### src/rtl/clk_div_ctrl.sv
// Programmable clock-enable divider with a request/acknowledge controller for ratio changes.
// Define CLKDIV_LOCK_EN to add a `lock` input that rejects ratio-change requests.
module clk_div_ctrl #(
    parameter int CNT_W       = 4,
    parameter int SEL_W       = 2,
    parameter int DEFAULT_SEL = 0
) (
    input  logic             clk,
    input  logic             rst_n,
`ifdef CLKDIV_LOCK_EN
    input  logic             lock,
`endif
    input  logic             req_valid,
    input  logic [SEL_W-1:0] req_sel,
    output logic             req_ready,
    output logic             ack,
    output logic             err,
    output logic [SEL_W-1:0] cur_sel,
    output logic             div_out,
    output logic             div_tick
);

    localparam logic [SEL_W-1:0] DEF_SEL   = SEL_W'(DEFAULT_SEL);
    localparam logic [SEL_W:0]   SEL_LIMIT = (SEL_W+1)'(CNT_W);

    typedef enum logic [1:0] {IDLE, WAIT, DONE} state_t;

    state_t           state;
    logic [CNT_W-1:0] cnt;
    logic [CNT_W-1:0] cnt_inc;
    logic [SEL_W-1:0] pend_sel;
    logic [SEL_W-1:0] sel_eff;
    logic             switch_now;
    logic             div_next;
    logic             sel_bad;
    logic             locked;

`ifdef CLKDIV_LOCK_EN
    assign locked = lock;
`else
    assign locked = 1'b0;
`endif

    assign req_ready  = (state == IDLE);
    assign cnt_inc    = cnt + CNT_W'(1);
    assign sel_bad    = ({1'b0, req_sel} >= SEL_LIMIT);

    // The switch lands on the wrap edge, so the new ratio starts from a zero counter.
    assign switch_now = (state == WAIT) && (cnt == '1);
    assign sel_eff    = switch_now ? pend_sel : cur_sel;
    assign div_next   = cnt_inc[sel_eff];

    always_ff @(posedge clk or negedge rst_n) begin
        if (!rst_n) begin
            state    <= IDLE;
            cnt      <= '0;
            cur_sel  <= DEF_SEL;
            pend_sel <= DEF_SEL;
            ack      <= 1'b0;
            err      <= 1'b0;
            div_out  <= 1'b0;
            div_tick <= 1'b0;
        end else begin
            cnt      <= cnt_inc;
            div_out  <= div_next;
            div_tick <= div_next & ~div_out;
            ack      <= 1'b0;
            err      <= 1'b0;
            case (state)
                IDLE: begin
                    if (req_valid) begin
                        if (locked || sel_bad) begin
                            err <= 1'b1;
                        end else if (req_sel == cur_sel) begin
                            ack   <= 1'b1;
                            state <= DONE;
                        end else begin
                            pend_sel <= req_sel;
                            state    <= WAIT;
                        end
                    end
                end
                WAIT: begin
                    if (switch_now) begin
                        cur_sel <= pend_sel;
                        ack     <= 1'b1;
                        state   <= DONE;
                    end
                end
                DONE: begin
                    state <= IDLE;
                end
                default: begin
                    state <= IDLE;
                end
            endcase
        end
    end

endmodule

### config.mk
export PLATFORM = sky130hd
export DESIGN_NAME = clk_div_ctrl
export DESIGN_NICKNAME = d
export VERILOG_FILES = /design/src/rtl/clk_div_ctrl.sv
export SDC_FILE = /design/constraint.sdc
export NUM_CORES = 1
export LEC_CHECK = 0
export BUFFER_PORTS_ARGS = -buffer_cell sky130_fd_sc_hd__buf_4
export CAP_MARGIN = 0
export CORE_MARGIN = 2
export CORE_UTILIZATION = 40
export DETAILED_ROUTE_END_ITERATION = 8
export PLACE_DENSITY = 0.65
export SYNTH_ARGS = -nofsm -noshare
export SYNTH_HDL_FRONTEND = slang
export SYNTH_SLANG_ARGS = --single-unit
### constraint.sdc
create_clock -name clk -period 1.6 [get_ports clk]
set_input_delay 0.48 -clock clk [delete_from_list [all_inputs] [get_ports clk]]
set_output_delay 0.48 -clock clk [all_outputs]
set_load 0.005 [all_outputs]
==> results.cfg <==
[run_status]
status = complete, but fails checks
violations = setup timing

[die]
io_pins = 12
die-area_mm2 = 0.00181
core_mm2 = 0.00135
start_util_pct = 44.1
rows = 13
die_height_um = 42.6
die_w_um = 42.6

[timing]
slew_violations = 0
fmax_mhz = 616
min_period_over_period_pct = 102
hold_viol = 0
fin_crit_ns = 1.62
rsz0062_at_grt = true
finClkSkew_ns = 0.00514
postLayoutSetupSlackWorst_ns = -0.0247
setup_tns_ns = -0.0247
finalSetupViolCount = 1

[critical_path]
worstPathRequired_ns = 1.79
cp-end-kind = flop
crit_arrival_ns = 1.82
path_max_fanout = 6
reg2reg_depth = 5
r2r-end = div_tick
reg2reg_from = cnt[1]
reg2reg_setup_slack_ns = -0.02
worstSetupPathType = reg2reg
cp-start-kind = flop

[pwr]
power_density_mw_per_mm2 = 1470
ir_drop_v = 0.000805
switching_share_pct = 33.5
pwr-share-comb_pct = 38.7
clkPwrFrac_pct = 18.0
sequentialPowerShare_pct = 43.3
p_int_mw = 0.760
p_leak_nw = 0.362
p_switching_mw = 0.383

[placed_design]
dp.cells = 77
pre_cts_slack_ns = -0.0204
dpl-instance-area_um2 = 712
io_buffers = 10
gp_congestion = 0.817
hpwlAfterDp_um = 848

[global_route]
grt_use_total_pct = 14.5
overflow = 0
grt_pass1_wl_um = 1870
grt_start_max_net_pins = 14
grt_pass1_vias = 409
antenna_found_initial = 0

[detailed_routing]
via_per_inst = 5.40
drt_iter0_markers = 6
drt_wl_total_um = 1150
drtPass1Iterations = 4
post_drt_wl_per_cell_um = 13.7
vias = 454
antenna_left = 0
drc = 0

[cells_and_area]
antenna_cells = 0
stdcell_area_um2 = 777
fill_cells = 118
syn_to_final_growth_pct = 30.5
fin_nets = 76
finalNonFillerCells = 84
drive_gt1_share_pct = 44.9

[synthesis]
synthSimpleGateAreaFrac_pct = 14.5
synth_top_family_by_area = compound AO/OA/AOI/OAI gates
synthCells = 50
async_flop_share_pct = 100
synth_compound_area_share_pct = 16.6
synthFlopType = dfrtp_1
synth_mux_area_share_pct = 3.78
synth-seq-area-share_pct = 54.6
synth-edff-count = 0
avgSynthCellArea_um2 = 11.9
synthAdderAreaFrac_pct = 2.10
synth-xor-area-share_pct = 5.88
syn_nets = 56
yosysWarnings = 0
ys_ff_latch = 13
ys_types = 28
syn-cell-area_um2 = 596

[cts]
cts_tree = built
ctsRootBufferMaster = clkbuf_4
clk_path_buf_depth = 2
path_clk_slew_ns = 0.08
cts.sink_count = 13
clock_latency_ns = 0.28
numCtsBuffers = 3
postCtsHoldBufs = 0
h-tree-depth = 1

[min_path]
hp-class = in2async

[flow_run]
maxCapViolations = 0
## cells by family after synthesis
logic type	after synthesis
xor gates and xnor gates	4
AOI/OAI and AO/OA	13
buffers and inverters	2
adders and majority gates	1
other	1
and+or+nand+nor	14
muxes	2
DFF	13
## cells in the final DEF, fill, tap and decap left out
cell type | Yosys | final
a311o_1 | 1 | 1
conb_1 | 1 | 1
ha_2 | 0 | 1
nand3_1 | 3 | 3
o221ai_2 | 0 | 1
and3_4 | 1 | 2
clkbuf_4 | 0 | 3
a31o_1 | 1 | 1
o22ai_2 | 0 | 1
buf_4 | 1 | 16
o22ai_1 | 3 | 2
a221oi_2 | 1 | 1
a21boi_2 | 0 | 1
nand3_2 | 1 | 1
nor2_1 | 1 | 1
a21boi_1 | 1 | 1
and2b_4 | 1 | 1
xnor2_1 | 3 | 3
clkbuf_1 | 0 | 1
xor2_1 | 1 | 1
o21ai_1 | 1 | 1
mux2_2 | 2 | 2
nand2b_1 | 1 | 1
nand2_1 | 3 | 3
dfrtp_1 | 13 | 13
inv_1 | 1 | 1
o21ai_0 | 2 | 2
or2_2 | 1 | 1
nor2b_1 | 1 | 1
a22oi_1 | 1 | 1
## stage by stage
stage,hold slack [ns],total power [mW],util [%]
finish,0.0256,1.14,57.6
global route,0.0306,1.22,57.6
CTS,0.0267,1.13,55.2
detailed placement,0.331,0.924,52.7
global placement,0.334,0.919,52.7
floorplan,0.184,0.755,-
## area by class of cell
cell class / count / area (um2) / share of cell area (%)
clock buffer: 4 / 26.3 / 3.38
inverter: 1 / 3.75 / 0.483
multi-input combinational: 35 / 283 / 36.4
sequential: 13 / 325 / 41.9
tap: 15 / 18.8 / 2.42
timing repair buffer: 16 / 120 / 15.5
## Yosys cell counts, types with 2 or more instances
cell type   n  area share, %
nand3_1     3            2.5
o21ai_0     2            1.7
o22ai_1     3            3.2
nand2_1     3            1.9
dfrtp_1    13             55
mux2_2      2            3.8
xnor2_1     3            4.4
## power by group through the flow
stage	clock network, mW	registers (mW)	logic (mW)
after floorplan	0	0.491	0.264
after global placement	0	0.500	0.419
after detailed placement	0	0.502	0.423
after CTS	0.210	0.496	0.423
after global routing	0.224	0.505	0.488
final	0.206	0.495	0.442
## timing repair
action,4_1_cts,5_1_grt
buffers inserted,1,2
endpoints found under the setup margin,1,2
resized for setup,0,4
cloned,0,0
pin swaps,4,5
## how the worst max path moves through the flow
stage                     startpoint  endpoint  slack [ns]  cells after the start
after floorplan               cnt[0]  div_tick        0.02                      5
after global placement        cnt[1]  div_tick        0.02                      5
after CTS                     cnt[0]  div_tick       -0.03                      5
final                         cnt[1]  div_tick       -0.02                      5
after detailed placement      cnt[0]  div_tick       -0.02                      5
after global routing          cnt[1]  div_tick       -0.10                      5
## registers in the layout, indices dropped and copies added (netlist names)
signal    cells
cur_sel       2
div_out       1
ack           1
cnt           4
state         2
pend_sel      2
div_tick      1
## layer usage
| metal | vias up | GRT usage (%) | routed length, um |
|---|---|---|---|
| met5 | - | 0 | 0 |
| met4 | 0 | 9.38 | 23 |
| met3 | 2 | 5.17 | 41 |
| met2 | 11 | 19.1 | 542 |
| met1 | 220 | 19.8 | 542 |
| li1 | 221 | - | - |
## worst max-delay path, cell delays in order (launching register included)
cell      delay [ns]
dfrtp_1         0.37
ha_2            0.20
and3_4          0.23
nand3_2         0.08
a311o_1         0.39
a221oi_2        0.27
(Power assumes the default switching activity.)
